[src/rtl/mem_arbiter.sv]
// Byte-serial RAM port arbiter: MEM has priority over IF, multi-byte accesses are split
// into consecutive byte transfers and read data is reassembled little-endian.
module mem_arbiter #(
    parameter int ADDR_W = 32
) (
    input  logic              clk_in,
    input  logic              rstn_in,
    input  logic              rdy_in,
    input  logic              if_req,
    input  logic [ADDR_W-1:0] if_addr,
    output logic              if_done,
    output logic [31:0]       if_inst,
    input  logic              mem_req,
    input  logic              mem_wr,
    input  logic [1:0]        mem_len,
    input  logic [ADDR_W-1:0] mem_addr,
    input  logic [31:0]       mem_wdata,
    output logic              mem_done,
    output logic [31:0]       mem_rdata,
    input  logic              flush_in,
    output logic              if_stall,
    output logic              mem_stall,
    output logic [ADDR_W-1:0] ram_addr,
    output logic              ram_wr,
    output logic [7:0]        ram_dout,
    input  logic [7:0]        ram_din
);

    typedef enum logic [1:0] {S_IDLE, S_BUSY, S_DONE} state_t;

    state_t            state_q, state_d;
    logic              owner_q, owner_d;       // 1 = MEM, 0 = IF
    logic              wr_q, wr_d;
    logic [2:0]        n_q, n_d;
    logic [2:0]        cnt_q, cnt_d;
    logic [ADDR_W-1:0] base_q, base_d;
    logic [31:0]       wdata_q, wdata_d;
    logic [31:0]       data_q, data_d;
    logic [31:0]       data_cap;
    logic [1:0]        rx_idx;
    logic [ADDR_W-1:0] ram_addr_d;
    logic              ram_wr_d;
    logic [7:0]        ram_dout_d;
    logic [31:0]       if_inst_d, mem_rdata_d;

    function automatic logic [2:0] len_to_n(input logic [1:0] len);
        case (len)
            2'b00:   return 3'd1;
            2'b01:   return 3'd2;
            default: return 3'd4;
        endcase
    endfunction

    function automatic logic [7:0] byte_of(input logic [31:0] w, input logic [1:0] k);
        return w[8*k +: 8];
    endfunction

    function automatic logic [31:0] put_byte(input logic [31:0] w, input logic [1:0] k,
                                             input logic [7:0] b);
        logic [31:0] r;
        r = w;
        r[8*k +: 8] = b;
        return r;
    endfunction

    // Byte returned in this cycle was addressed two counts ago (RAM has one cycle latency).
    assign rx_idx = cnt_q[1:0] - 2'd2;

    assign if_done   = (state_q == S_DONE) && !owner_q;
    assign mem_done  = (state_q == S_DONE) && owner_q;
    assign if_stall  = if_req & ~if_done;
    assign mem_stall = mem_req & ~mem_done;

    always_comb begin
        state_d     = state_q;
        owner_d     = owner_q;
        wr_d        = wr_q;
        n_d         = n_q;
        cnt_d       = cnt_q;
        base_d      = base_q;
        wdata_d     = wdata_q;
        data_d      = data_q;
        ram_addr_d  = ram_addr;
        ram_wr_d    = ram_wr;
        ram_dout_d  = ram_dout;
        if_inst_d   = if_inst;
        mem_rdata_d = mem_rdata;
        data_cap    = put_byte(data_q, rx_idx, ram_din);

        case (state_q)
            S_IDLE: begin
                if (mem_req) begin
                    owner_d    = 1'b1;
                    wr_d       = mem_wr;
                    n_d        = len_to_n(mem_len);
                    base_d     = mem_addr;
                    wdata_d    = mem_wdata;
                    data_d     = 32'd0;
                    ram_addr_d = mem_addr;
                    ram_wr_d   = mem_wr;
                    ram_dout_d = mem_wdata[7:0];
                    cnt_d      = 3'd1;
                    state_d    = S_BUSY;
                end else if (if_req && !flush_in) begin
                    owner_d    = 1'b0;
                    wr_d       = 1'b0;
                    n_d        = 3'd4;
                    base_d     = if_addr;
                    data_d     = 32'd0;
                    ram_addr_d = if_addr;
                    ram_wr_d   = 1'b0;
                    cnt_d      = 3'd1;
                    state_d    = S_BUSY;
                end
            end
            S_BUSY: begin
                if (!owner_q && flush_in) begin
                    ram_wr_d = 1'b0;
                    cnt_d    = 3'd0;
                    state_d  = S_IDLE;
                end else if (wr_q) begin
                    if (cnt_q < n_q) begin
                        ram_addr_d = base_q + ADDR_W'(cnt_q);
                        ram_dout_d = byte_of(wdata_q, cnt_q[1:0]);
                        ram_wr_d   = 1'b1;
                        cnt_d      = cnt_q + 3'd1;
                    end else begin
                        ram_wr_d = 1'b0;
                        state_d  = S_DONE;
                    end
                end else begin
                    cnt_d = cnt_q + 3'd1;
                    if (cnt_q < n_q)
                        ram_addr_d = base_q + ADDR_W'(cnt_q);
                    if (cnt_q >= 3'd2)
                        data_d = data_cap;
                    if (cnt_q == n_q + 3'd1) begin
                        state_d = S_DONE;
                        if (owner_q)
                            mem_rdata_d = data_cap;
                        else
                            if_inst_d = data_cap;
                    end
                end
            end
            S_DONE: begin
                state_d = S_IDLE;
            end
            default: begin
                state_d = S_IDLE;
            end
        endcase
    end

    always_ff @(posedge clk_in or negedge rstn_in) begin
        if (!rstn_in) begin
            state_q   <= S_IDLE;
            owner_q   <= 1'b0;
            wr_q      <= 1'b0;
            n_q       <= 3'd0;
            cnt_q     <= 3'd0;
            base_q    <= '0;
            wdata_q   <= 32'd0;
            data_q    <= 32'd0;
            ram_addr  <= '0;
            ram_wr    <= 1'b0;
            ram_dout  <= 8'd0;
            if_inst   <= 32'd0;
            mem_rdata <= 32'd0;
        end else if (rdy_in) begin
            state_q   <= state_d;
            owner_q   <= owner_d;
            wr_q      <= wr_d;
            n_q       <= n_d;
            cnt_q     <= cnt_d;
            base_q    <= base_d;
            wdata_q   <= wdata_d;
            data_q    <= data_d;
            ram_addr  <= ram_addr_d;
            ram_wr    <= ram_wr_d;
            ram_dout  <= ram_dout_d;
            if_inst   <= if_inst_d;
            mem_rdata <= mem_rdata_d;
        end
    end

endmodule

[config.mk]
export PLATFORM = sky130hd
export DESIGN_NAME = mem_arbiter
export DESIGN_NICKNAME = d
export VERILOG_FILES = /design/src/rtl/mem_arbiter.sv
export SDC_FILE = /design/constraint.sdc
export NUM_CORES = 1
export LEC_CHECK = 0
export ABC_AREA = 1
export CAP_MARGIN = 20
export CORE_UTILIZATION = 56
export CTS_CLUSTER_SIZE = 8
export DETAILED_ROUTE_END_ITERATION = 16
export GPL_ROUTABILITY_DRIVEN = 0
export PLACE_DENSITY_LB_ADDON = 0.1
export SLEW_MARGIN = 15
export SYNTH_ARGS = -nofsm -noshare
export SYNTH_HDL_FRONTEND = slang
export SYNTH_SLANG_ARGS = --single-unit
[constraint.sdc]
create_clock -name clk_in -period 4.3 [get_ports clk_in]
set_input_delay 0.86 -clock clk_in [delete_from_list [all_inputs] [get_ports clk_in]]
set_output_delay 0.86 -clock clk_in [all_outputs]
set_load 0.01 [all_outputs]
Yosys cells after proc, flatten, opt, wreduce, memory -nomap -nowiden
Cells that the tools add are included.

Reductions and logical operators: 20. $lt $le $gt $ge: 2. Bitwise gates (word level): 7. Add/subtract/negate cells: 5. Equality and inequality tests: 15. Muxes and demuxes: 40. Shift-type cells: 3.

Operator list (count): 32-bit two-way mux (9); 32-bit case mux with 2 select lines (2); 5-bit negation with 34-bit output (1); 8-bit by 34-bit variable shift with 32-bit output (first input constant) (1); 8-bit by 34-bit variable part select with 32-bit output (1); 32-bit by 3-bit adder with 32-bit output (1); 32-bit bitwise mux (1); 8-bit two-way mux (4); 32-bit by 6-bit variable part select with 8-bit output (1); 6-bit AND reduction (4); 3-bit two-way mux (7); 8-bit case mux with 2 select lines (1); 2-bit two-way mux (6); 2-bit != test (second input constant) (6); 4-bit != test (second input constant) (3); 3-bit case mux with 2 select lines (2); 4-bit AND reduction (3); 3-bit by 1-bit adder with 3-bit output (second input constant) (2); 1-bit two-way mux (6); 3-bit != test (second input constant) (2); 3-bit AND reduction (2); 1-bit inverter (5); 5-bit AND reduction (1); 2-bit by 1-bit == test with 1-bit output (second input constant) (2); other kinds (12) (19).

Output and inout port bits: 109. Word-level logic and storage cells: 105. Bits in registers: 211.

Logic depth before layout (Yosys ltp)
Gate-level depths: netlist of the first run.

Depth in word-level cells: 8. Depth in mapped cells: 15. Mapped depth without buffers: 13.

Least setup slack after synthesis of the first run
No wires, ideal clock.

Kind: reg-to-reg. Start: reg cnt_q[0]. End: reg if_inst[17]. Setup time: 0.066 ns. Arrival: 2.339 ns. Cell stages (with the launch flop): 11. Buffers on the path: 3. Slack: 1.895 ns. Data required time: 4.234 ns. Cell sequence: dfrtp_1 clkbuf_1 inv_2 clkbuf_1 ha_1 a21oi_1 o21ai_0 nor2_1 clkbuf_1 nand4_1 nand2_1.

Cells in the longest elaborated chain, start to end: 4. Elaborated cells between the ends (all ways): 7.

Ends and longest elaborated chain: start: declaration (line 35) `logic [2:0] cnt_q, cnt_d;`; start signal: assignment (line 175) `cnt_q <= cnt_d;`; 2-bit subtractor (line 67) `assign rx_idx = cnt_q[1:0] - 2'd2;`; 5-bit negation with 34-bit output (line 62) `r[8*k +: 8] = b;`; 8-bit by 34-bit variable part select with 32-bit output / 8-bit by 34-bit variable shift with 32-bit output (equally long branches) (line 62); 32-bit bitwise mux (line 62); end signal: assignment (line 182) `if_inst <= if_inst_d;`; end: declaration (line 12) `output logic [31:0] if_inst,`.

Parallel ways exist; a longest one is shown, timed or not. A chain may end at the register's enable or synchronous reset.

Worst setup path in the final report of the first run
Start: reg cnt_q[0]. End: reg data_q[18].

Cells in the longest elaborated chain, start to end: 8. Elaborated cells between the ends (all ways): 12.

Ends and longest elaborated chain: 2-bit subtractor (line 67); 5-bit negation with 34-bit output (line 62); 8-bit by 34-bit variable part select with 32-bit output / 8-bit by 34-bit variable shift with 32-bit output (equally long branches) (line 62); 32-bit bitwise mux (line 62); 32-bit two-way mux (line 135) `if (cnt_q >= 3'd2)`; 32-bit two-way mux (line 121) `end else if (wr_q) begin`; 32-bit two-way mux (line 117) `if (!owner_q && flush_in) begin`; 32-bit case mux with 2 select lines (line 90) `case (state_q)`; end signal: assignment (line 178) `data_q <= data_d;`; end: declaration (line 38) `logic [31:0] data_q, data_d;`.

Parallel ways exist; a longest one is shown, timed or not. The select of a mux whose other input is x is not followed.

==> results.json, run 1 <==
{
  "status": "completed",
  "hold_viol": 0,
  "yosysUniqueCellTypes": 36,
  "end_kind": "flip-flop",
  "hold_buffers": 0,
  "post-route-period-util": 0.734,
  "cts_buffers": 30,
  "max_freq_mhz": 317,
  "via_count": 10700,
  "n_antenna_cell": 0,
  "skew_ps": 20.7,
  "post-cts-setup-buffers": 0,
  "totalNegativeSetupSlack_ps": 0,
  "p_per_area_mw_per_mm2": 634,
  "grt_max_degree": 102,
  "pre_cts_slack_ps": 1100,
  "fp.dieH_um": 142,
  "worstPathRequired_ps": 4750,
  "critical_path.slowest_cell": "buf_4",
  "grt_usage": 0.315,
  "final_nets": 1776,
  "fin_area_mm2": 0.0141,
  "placed_area_mm2": 0.0133,
  "grt_pass1_wl_mm": 50.6,
  "rsz0062_at_grt": "false",
  "first_iter_violations": 919,
  "cp.arrival_ps": 3610,
  "antenna_found_initial": 1,
  "multiInputGateArea_mm2": 0.00499,
  "start_util": 0.577,
  "fp.dieW_um": 142,
  "period_needed_ps": 3160,
  "grt_overflow": 0,
  "port_buffers": 221,
  "syn-cell-area_mm2": 0.0109,
  "syn_avg_cell_area_um2": 7.50,
  "die-area_mm2": 0.0201,
  "final_cells": 1909,
  "highest_layer": "met4",
  "totalWireLength_mm": 31.1,
  "cts_tree": "done",
  "hp-class": "in2async",
  "synth.ff_latch_count": 211,
  "clockRootBuffer": "clkbuf_16",
  "drv_slew": 0,
  "first_pass_iters": 5,
  "wl_met3_mm": 2.53,
  "layout_commonest_cell": "nand2_1",
  "cts-resized-gates": 0,
  "synthToLayoutAreaGrowth_pct": 28.7,
  "relSlewSlack": 0.336,
  "clk_latency_ps": 550,
  "timing.rr.start": "cnt_q[0]$_DFFE_PN0P_",
  "vias_per_cell": 5.61,
  "worst_pin_slew_ps": 989,
  "ir_drop_v": 0.000390,
  "startpoint_type": "flip-flop",
  "clockBufferDepth": 3,
  "nFillCells": 1502,
  "critical_path_class": "reg2reg",
  "cpPeakStageDelay_ps": 490,
  "synth_warnings": 0,
  "crit-reg2reg-capture": "data_q[18]$_DFFE_PN0P_",
  "dp_hpwl_mm": 21.3,
  "ff_latch_area_mm2": 0.00528,
  "io_pins": 222,
  "cp_max_fo": 64,
  "route.detailed.drc": 0,
  "cts-htree-levels": 1,
  "clk_pin_slew_ps": 50,
  "rows": 50,
  "cts_num_sinks": 211,
  "seq_area_frac_synth": 0.483,
  "layout_common_cells": "nand2_1 (551), clkdlybuf4s50_1 (220), dfrtp_1 (211), nor2_1 (135), nand3_1 (100)",
  "placedCellCount": 1877,
  "path_cells": "buf_4, inv_2, ha_1, clkinv_1, nand3_1, a21oi_1, nor3_4, buf_4, nand3_1, o21ai_0",
  "dr_wl_met2_mm": 14.1,
  "wl_per_cell_um": 16.3,
  "met1_length_mm": 13.9,
  "core_area_mm2": 0.0190,
  "drive_gt1_frac": 0.0473,
  "syn_inst": 1459,
  "drv_cap": 0,
  "rrSetupSlack_ps": 1140,
  "ant_nets": 0,
  "grt_pass1_vias": 10200,
  "syn-num-nets": 1586,
  "reg2reg_depth": 10,
  "final-setup-viol-count": 0,
  "power_leakage_nw": 6.80,
  "worst_slack_ps": 1140
}
power breakdown:
part	leakage (nW)	internal, W	switching [W]	total (W)
clock	0.377	0.00122	0.000816	0.00203
combinational	3.69	0.00140	0.00236	0.00376
sequential	2.74	0.00262	0.000519	0.00314
cell type report:
| type | count | area share |
|---|---|---|
| clock buffer | 30 | 0.0533 |
| clock inverter | 2 | 0.00169 |
| inverter | 89 | 0.0239 |
| multi-input combinational | 1076 | 0.354 |
| sequential | 211 | 0.375 |
| tap | 260 | 0.0231 |
| timing repair buffer | 241 | 0.169 |
registers in the layout, summed over array words and instances (netlist names):
signal     flops
base_q        32
data_q        32
if_inst       32
mem_rdata     32
ram_addr      32
wdata_q       32
ram_dout       8
cnt_q          3
n_q            3
state_q        2
owner_q        1
ram_wr         1
wr_q           1
worst max path at each step:
stage,start,cells after the start,to
6_report,cnt_q[0]$_DFFE_PN0P_,10,data_q[18]$_DFFE_PN0P_
5_1_grt,cnt_q[0]$_DFFE_PN0P_,10,data_q[26]$_DFFE_PN0P_
4_1_cts,mem_req,4,mem_stall
3_5_place_dp,flush_in,11,ram_addr[31]$_DFFE_PN0P_
3_3_place_gp,flush_in,11,ram_addr[20]$_DFFE_PN0P_
2_1_floorplan,cnt_q[0]$_DFFE_PN0P_,10,if_inst[17]$_DFFE_PN0P_
stage by stage:
stage / total power [W] / hold slack [ps] / utilization
floorplan: 0.00544 / 444 / -
global placement: 0.00671 / 456 / 0.702
detailed placement: 0.00683 / 460 / 0.702
CTS: 0.00890 / 430 / 0.743
global route: 0.00949 / 462 / 0.743
finish: 0.00893 / 385 / 0.743
synthesized netlist by cell type:
master	instances	area share
and2_1	1	0.00057
nor2_1	136	0.047
mux2i_1	4	0.0037
o21ai_0	83	0.038
buf_4	5	0.0034
nand3_1	100	0.046
nand4_1	68	0.039
clkbuf_1	41	0.014
a21oi_1	26	0.012
nor4_2	1	0.0011
nor3_4	1	0.0015
clkinv_1	2	0.00069
dfrtp_1	211	0.48
o31ai_1	1	0.00069
fa_1	1	0.0018
nand3b_1	9	0.0062
o211ai_1	12	0.0082
a22o_1	1	0.00080
or2_2	2	0.0011
buf_2	25	0.011
xnor2_1	1	0.00080
a31oi_1	1	0.00057
o22ai_1	32	0.018
ha_1	13	0.015
nor3_2	1	0.00092
inv_2	5	0.0017
xor2_1	3	0.0024
inv_1	82	0.028
buf_1	10	0.0034
clkbuf_2	2	0.00092
nand2_4	1	0.0010
nand2_1	552	0.19
nor2_2	1	0.00057
nor3_1	1	0.00046
mux2_2	11	0.011
o21ai_1	13	0.0059
cell families (layout without fill, tap and decap cells):
logic type | Yosys count | in the layout | synth area share
mux | 15 | 15 | 0.0150
simple gates | 874 | 874 | 0.334
flops | 211 | 211 | 0.483
buf+inv | 172 | 362 | 0.0638
xor+xnor | 4 | 4 | 0.00320
fa+ha+maj | 14 | 14 | 0.0167
compound gates | 169 | 169 | 0.0844
per-layer routing:
| layer | global-route usage | up-vias |
|---|---|---|
| li1 | - | 5121 |
| met1 | 0.457 | 5067 |
| met2 | 0.498 | 471 |
| met3 | 0.0449 | 54 |
| met4 | 0.0826 | 0 |
| met5 | 0 | - |
critical path, delay by kind of cell (launching register included):
kind / cells / cell delay, ps
adders and majority gates: 1 / 270
buffers and inverters: 4 / 1550
AOI/OAI and AO/OA: 2 / 260
and+or+nand+nor: 3 / 590
DFF: 1 / 350
No activity file was read; power rests on OpenSTA's default activity.
==> inputs of run 2 (changes only) <==
--- a/config.mk
+++ b/config.mk
@@ -7,7 +7,7 @@
 export LEC_CHECK = 0
 export ABC_AREA = 1
 export CAP_MARGIN = 20
-export CORE_UTILIZATION = 56
+export CORE_UTILIZATION = 52
 export CTS_CLUSTER_SIZE = 8
 export DETAILED_ROUTE_END_ITERATION = 16
 export GPL_ROUTABILITY_DRIVEN = 0
==> constraint.sdc (replaced) <==
create_clock -name clk_in -period 3.03 [get_ports clk_in]
set_input_delay 0.606 -clock clk_in [delete_from_list [all_inputs] [get_ports clk_in]]
set_output_delay 0.606 -clock clk_in [all_outputs]
set_load 0.01 [all_outputs]
==> results.json, run 2 (synthesized netlist as in run 1, its figures left out) <==
{
  "synthToLayoutAreaGrowth_pct": 30.1,
  "vias_per_cell": 5.48,
  "p_switching_w": 0.00516,
  "post-route-period-util": 0.851,
  "fp.dieW_um": 147,
  "grt_max_degree": 167,
  "final-setup-viol-count": 0,
  "status": "completed",
  "worst_pin_slew_ps": 879,
  "drv_slew": 0,
  "clockBufferDepth": 3,
  "clockRootBuffer": "clkbuf_16",
  "fp.dieH_um": 147,
  "grt_overflow": 0,
  "totalNegativeSetupSlack_ps": 0,
  "period_needed_ps": 2580,
  "die-area_mm2": 0.0216,
  "grt_pass1_wl_mm": 50.7,
  "hold_viol": 0,
  "rows": 52,
  "drive_gt1_frac": 0.0519,
  "endpoint": "if_stall",
  "port_buffers": 221,
  "ir_drop_v": 0.000808,
  "worst_slack_ps": 452,
  "p_sw_frac": 0.406,
  "layout_commonest_cell": "nand2_1",
  "timing.rr.start": "cnt_q[0]$_DFFE_PN0P_",
  "cts_buffers": 30,
  "rsz0062_at_grt": "false",
  "critical_path_class": "reg2out",
  "power_leakage_nw": 6.86,
  "layout_common_cells": "nand2_1 (551), clkdlybuf4s50_1 (220), dfrtp_1 (211), nor2_1 (135), nand3_1 (100)",
  "io_pins": 222,
  "grt_usage": 0.290,
  "totalWireLength_mm": 30.4,
  "hold_buffers": 0,
  "cts_num_sinks": 211,
  "grt_pass1_vias": 9980,
  "cts_tree": "done",
  "first_iter_violations": 868,
  "relSlewSlack": 0.410,
  "cp-startpoint": "state_q[1]$_DFFE_PN0P_",
  "post-cts-setup-buffers": 0,
  "worstPathRequired_ps": 2420,
  "end_kind": "output port",
  "start_util": 0.535,
  "pre_cts_slack_ps": 182,
  "antenna_found_initial": 1,
  "reg2reg_depth": 8,
  "cp_max_fo": 7,
  "dp_hpwl_mm": 21.1,
  "route.detailed.drc": 0,
  "ant_nets": 0,
  "clk_latency_ps": 540,
  "skew_ps": 15.7,
  "max_freq_mhz": 388,
  "core_area_mm2": 0.0204,
  "via_count": 10600,
  "crit-reg2reg-capture": "mem_rdata[18]$_DFFE_PN0P_",
  "power_frac_seq": 0.352,
  "drv_cap": 0,
  "clk_pin_slew_ps": 50,
  "combPwrFrac": 0.420,
  "wl_per_cell_um": 15.7,
  "hp-class": "in2async",
  "startpoint_type": "flip-flop",
  "cts-resized-gates": 0,
  "p_per_area_mw_per_mm2": 895,
  "internal_power_w": 0.00756,
  "pwr-share-clk": 0.228,
  "first_pass_iters": 5,
  "cts-htree-levels": 1,
  "rrSetupSlack_ps": 480,
  "cp.arrival_ps": 1970,
  "final_nets": 1784
}
-- run 2: metal layers --
metal / wire (µm) / GRT usage / vias up
met4: 840 / 0.0897 / 0
met1: 13900 / 0.437 / 4912
met2: 13100 / 0.420 / 452
met3: 2540 / 0.0568 / 65
met5: 0 / 0 / -
li1: - / - / 5144
-- run 2: critical path, cell delays in order (launching register included) --
cell and delay (ps):
dfrtp_1 530, nand2_1 200, o21ai_0 190, inv_1 60, clkdlybuf4s50_1 470
-- run 2: worst min-delay path by stage --
stage | slack [ps] | end | cells after the start | start
after global routing | 180 | ram_addr[8]$_DFFE_PN0P_ | 1 | rstn_in
after global placement | 460 | wdata_q[10]$_DFFE_PN0P_ | 2 | wdata_q[10]$_DFFE_PN0P_
after CTS | 140 | ram_addr[9]$_DFFE_PN0P_ | 1 | rstn_in
after floorplan | 310 | base_q[0]$_DFFE_PN0P_ | 0 | rstn_in
final | 120 | ram_addr[23]$_DFFE_PN0P_ | 1 | rstn_in
after detailed placement | 460 | wdata_q[25]$_DFFE_PN0P_ | 2 | wdata_q[25]$_DFFE_PN0P_
-- run 2: power by group through the flow --
| stage | clock network, W | registers (W) | logic (W) |
|---|---|---|---|
| final | 0.00290 | 0.00448 | 0.00535 |
| after global placement | 0 | 0.00447 | 0.00520 |
| after floorplan | 0 | 0.00440 | 0.00332 |
| after global routing | 0.00307 | 0.00459 | 0.00597 |
| after detailed placement | 0 | 0.00447 | 0.00532 |
| after CTS | 0.00295 | 0.00446 | 0.00535 |
-- run 2: metrics by stage --
stage	power, W	cells	util	hold slack (ps)	area, µm²
floorplan	0.00772	1459	-	310	10900
global placement	0.00967	1895	0.658	456	13400
detailed placement	0.00979	1895	0.658	460	13400
CTS	0.0128	1927	0.696	139	14200
global route	0.0136	1928	0.696	184	14200
finish	0.0127	1928	0.696	123	14200
-- run 2: cell type report --
type / count / area (µm²)
Multi-Input combinational cell: 1076 / 4990
Clock buffer: 31 / 776
Tap cell: 270 / 338
Inverter: 89 / 337
Antenna cell: 1 / 2.50
Timing Repair Buffer: 249 / 2500
Sequential cell: 211 / 5280
Fill cell: 1706 / 6200
Clock inverter: 1 / 7.51
==> inputs of run 3 (changes only) <==
--- a/config.mk
+++ b/config.mk
@@ -7,7 +7,8 @@
 export LEC_CHECK = 0
 export ABC_AREA = 1
 export CAP_MARGIN = 20
-export CORE_UTILIZATION = 52
+export CORE_UTILIZATION = 54
+export CTS_BUF_LIST = sky130_fd_sc_hd__clkbuf_4 sky130_fd_sc_hd__clkbuf_8
 export CTS_CLUSTER_SIZE = 8
 export DETAILED_ROUTE_END_ITERATION = 16
 export GPL_ROUTABILITY_DRIVEN = 0
==> results.json, run 3 (synthesized netlist as in run 1, its figures left out) <==
{
  "status": "completed",
  "holdWs_ps": 101,
  "layout_common_cells": "nand2_1 (551), clkdlybuf4s50_1 (220), dfrtp_1 (211), nor2_1 (135), nand3_1 (100)",
  "cts-htree-levels": 2,
  "clockRootBuffer": "clkbuf_8",
  "period_needed_ps": 2560,
  "ff_latch_area_mm2": 0.00528,
  "crit-reg2reg-capture": "ram_addr[24]$_DFFE_PN0P_",
  "die-area_mm2": 0.0208,
  "power_leakage_nw": 6.88,
  "rrSetupSlack_ps": 520,
  "skew_ps": 16.4,
  "wl_per_cell_um": 15.7,
  "rows": 51,
  "grt_max_degree": 82,
  "first_iter_violations": 1049,
  "worstPathRequired_ps": 2420,
  "vias_per_cell": 5.46,
  "hold_viol": 0,
  "end_kind": "output port",
  "port_buffers": 221,
  "max_freq_mhz": 391,
  "clk_latency_ps": 540,
  "cpPeakStageDelay_ps": 520,
  "final_core_util": 0.722,
  "reg2reg_depth": 12,
  "critical_path.slowest_cell": "dfrtp_1",
  "final-setup-viol-count": 0,
  "ant_nets": 0,
  "worst_pin_slew_ps": 785,
  "via_count": 10700,
  "post-route-period-util": 0.843,
  "core_area_mm2": 0.0197,
  "critical_path_class": "reg2out",
  "fp.dieW_um": 144,
  "clockBufferDepth": 3,
  "totalWireLength_mm": 30.6,
  "dp_hpwl_mm": 21.6,
  "final_cells": 1953,
  "drv_slew": 0,
  "synthToLayoutAreaGrowth_pct": 29.7,
  "layout_commonest_cell": "nand2_1",
  "fp.dieH_um": 144,
  "path_cells": "nand2_1, o21ai_0, inv_1, clkdlybuf4s50_1",
  "totalNegativeSetupSlack_ps": 0,
  "grt_pass1_wl_mm": 50.4,
  "first_pass_iters": 6,
  "cp_num_buf_inv": 2,
  "route.detailed.drc": 0,
  "cp_max_fo": 7,
  "cts_buffers": 36,
  "start_util": 0.557,
  "antenna_found_initial": 0,
  "n_antenna_cell": 0,
  "timing.rr.start": "cnt_q[0]$_DFFE_PN0P_",
  "cts_num_sinks": 211,
  "io_pins": 222,
  "grt_usage": 0.306,
  "post-cts-setup-buffers": 0,
  "drv_cap": 0,
  "ir_drop_v": 0.000507,
  "relSlewSlack": 0.473,
  "multiInputGateArea_mm2": 0.00499,
  "rsz0062_at_grt": "false",
  "placedCellCount": 1895,
  "drive_gt1_frac": 0.0693,
  "startpoint_type": "flip-flop",
  "hp-class": "in2async",
  "grt_overflow": 0,
  "grt_pass1_vias": 10200,
  "nFillCells": 1629,
  "cts_tree": "done",
  "p_per_area_mw_per_mm2": 883,
  "total_power_w": 0.0125,
  "critPathTopFamily": "flip-flops",
  "hold_buffers": 0,
  "clk_pin_slew_ps": 60,
  "final_nets": 1795,
  "cts-resized-gates": 0,
  "cp.arrival_ps": 1950
}
-- run 3: power by group --
part           internal [W]  switching [W]  leakage [nW]
clock network       0.00151        0.00113         0.379
registers           0.00372       0.000756          2.74
logic               0.00210        0.00331          3.76
-- run 3: metal layers --
layer,vias to the layer above,part of all wire,GRT usage,routed length [µm]
li1,5169,-,-,-
met1,4929,0.44,0.435,13500
met2,488,0.44,0.462,13400
met3,82,0.090,0.0689,2760
met4,0,0.030,0.103,934
met5,-,0,0,0
-- run 3: worst max-delay path by stage --
stage	from	end	slack (ps)	cells after the start
after floorplan	cnt_q[0]$_DFFE_PN0P_	if_inst[17]$_DFFE_PN0P_	620	10
after global placement	flush_in	ram_addr[29]$_DFFE_PN0P_	530	11
after global routing	cnt_q[0]$_DFFE_PN0P_	ram_addr[27]$_DFFE_PN0P_	290	13
after detailed placement	flush_in	ram_addr[2]$_DFFE_PN0P_	450	10
after CTS	state_q[1]$_DFFE_PN0P_	if_stall	470	4
final	state_q[1]$_DFFE_PN0P_	if_stall	470	4
-- run 3: final cells by class --
class | instances | area share
inverters | 89 | 0.0237
flip-flops and latches | 211 | 0.372
well taps | 265 | 0.0234
repair buffers | 254 | 0.178
clock inverters | 3 | 0.00317
multi-input cells | 1076 | 0.351
clock buffers | 55 | 0.0481
-- run 3: stage by stage --
step           setup slack [ps]  area (µm²)
2_1_floorplan               625       10900
3_3_place_gp                535       13500
3_5_place_dp                446       13500
4_1_cts                     471       14200
5_1_grt                     286       14200
6_report                    475       14200
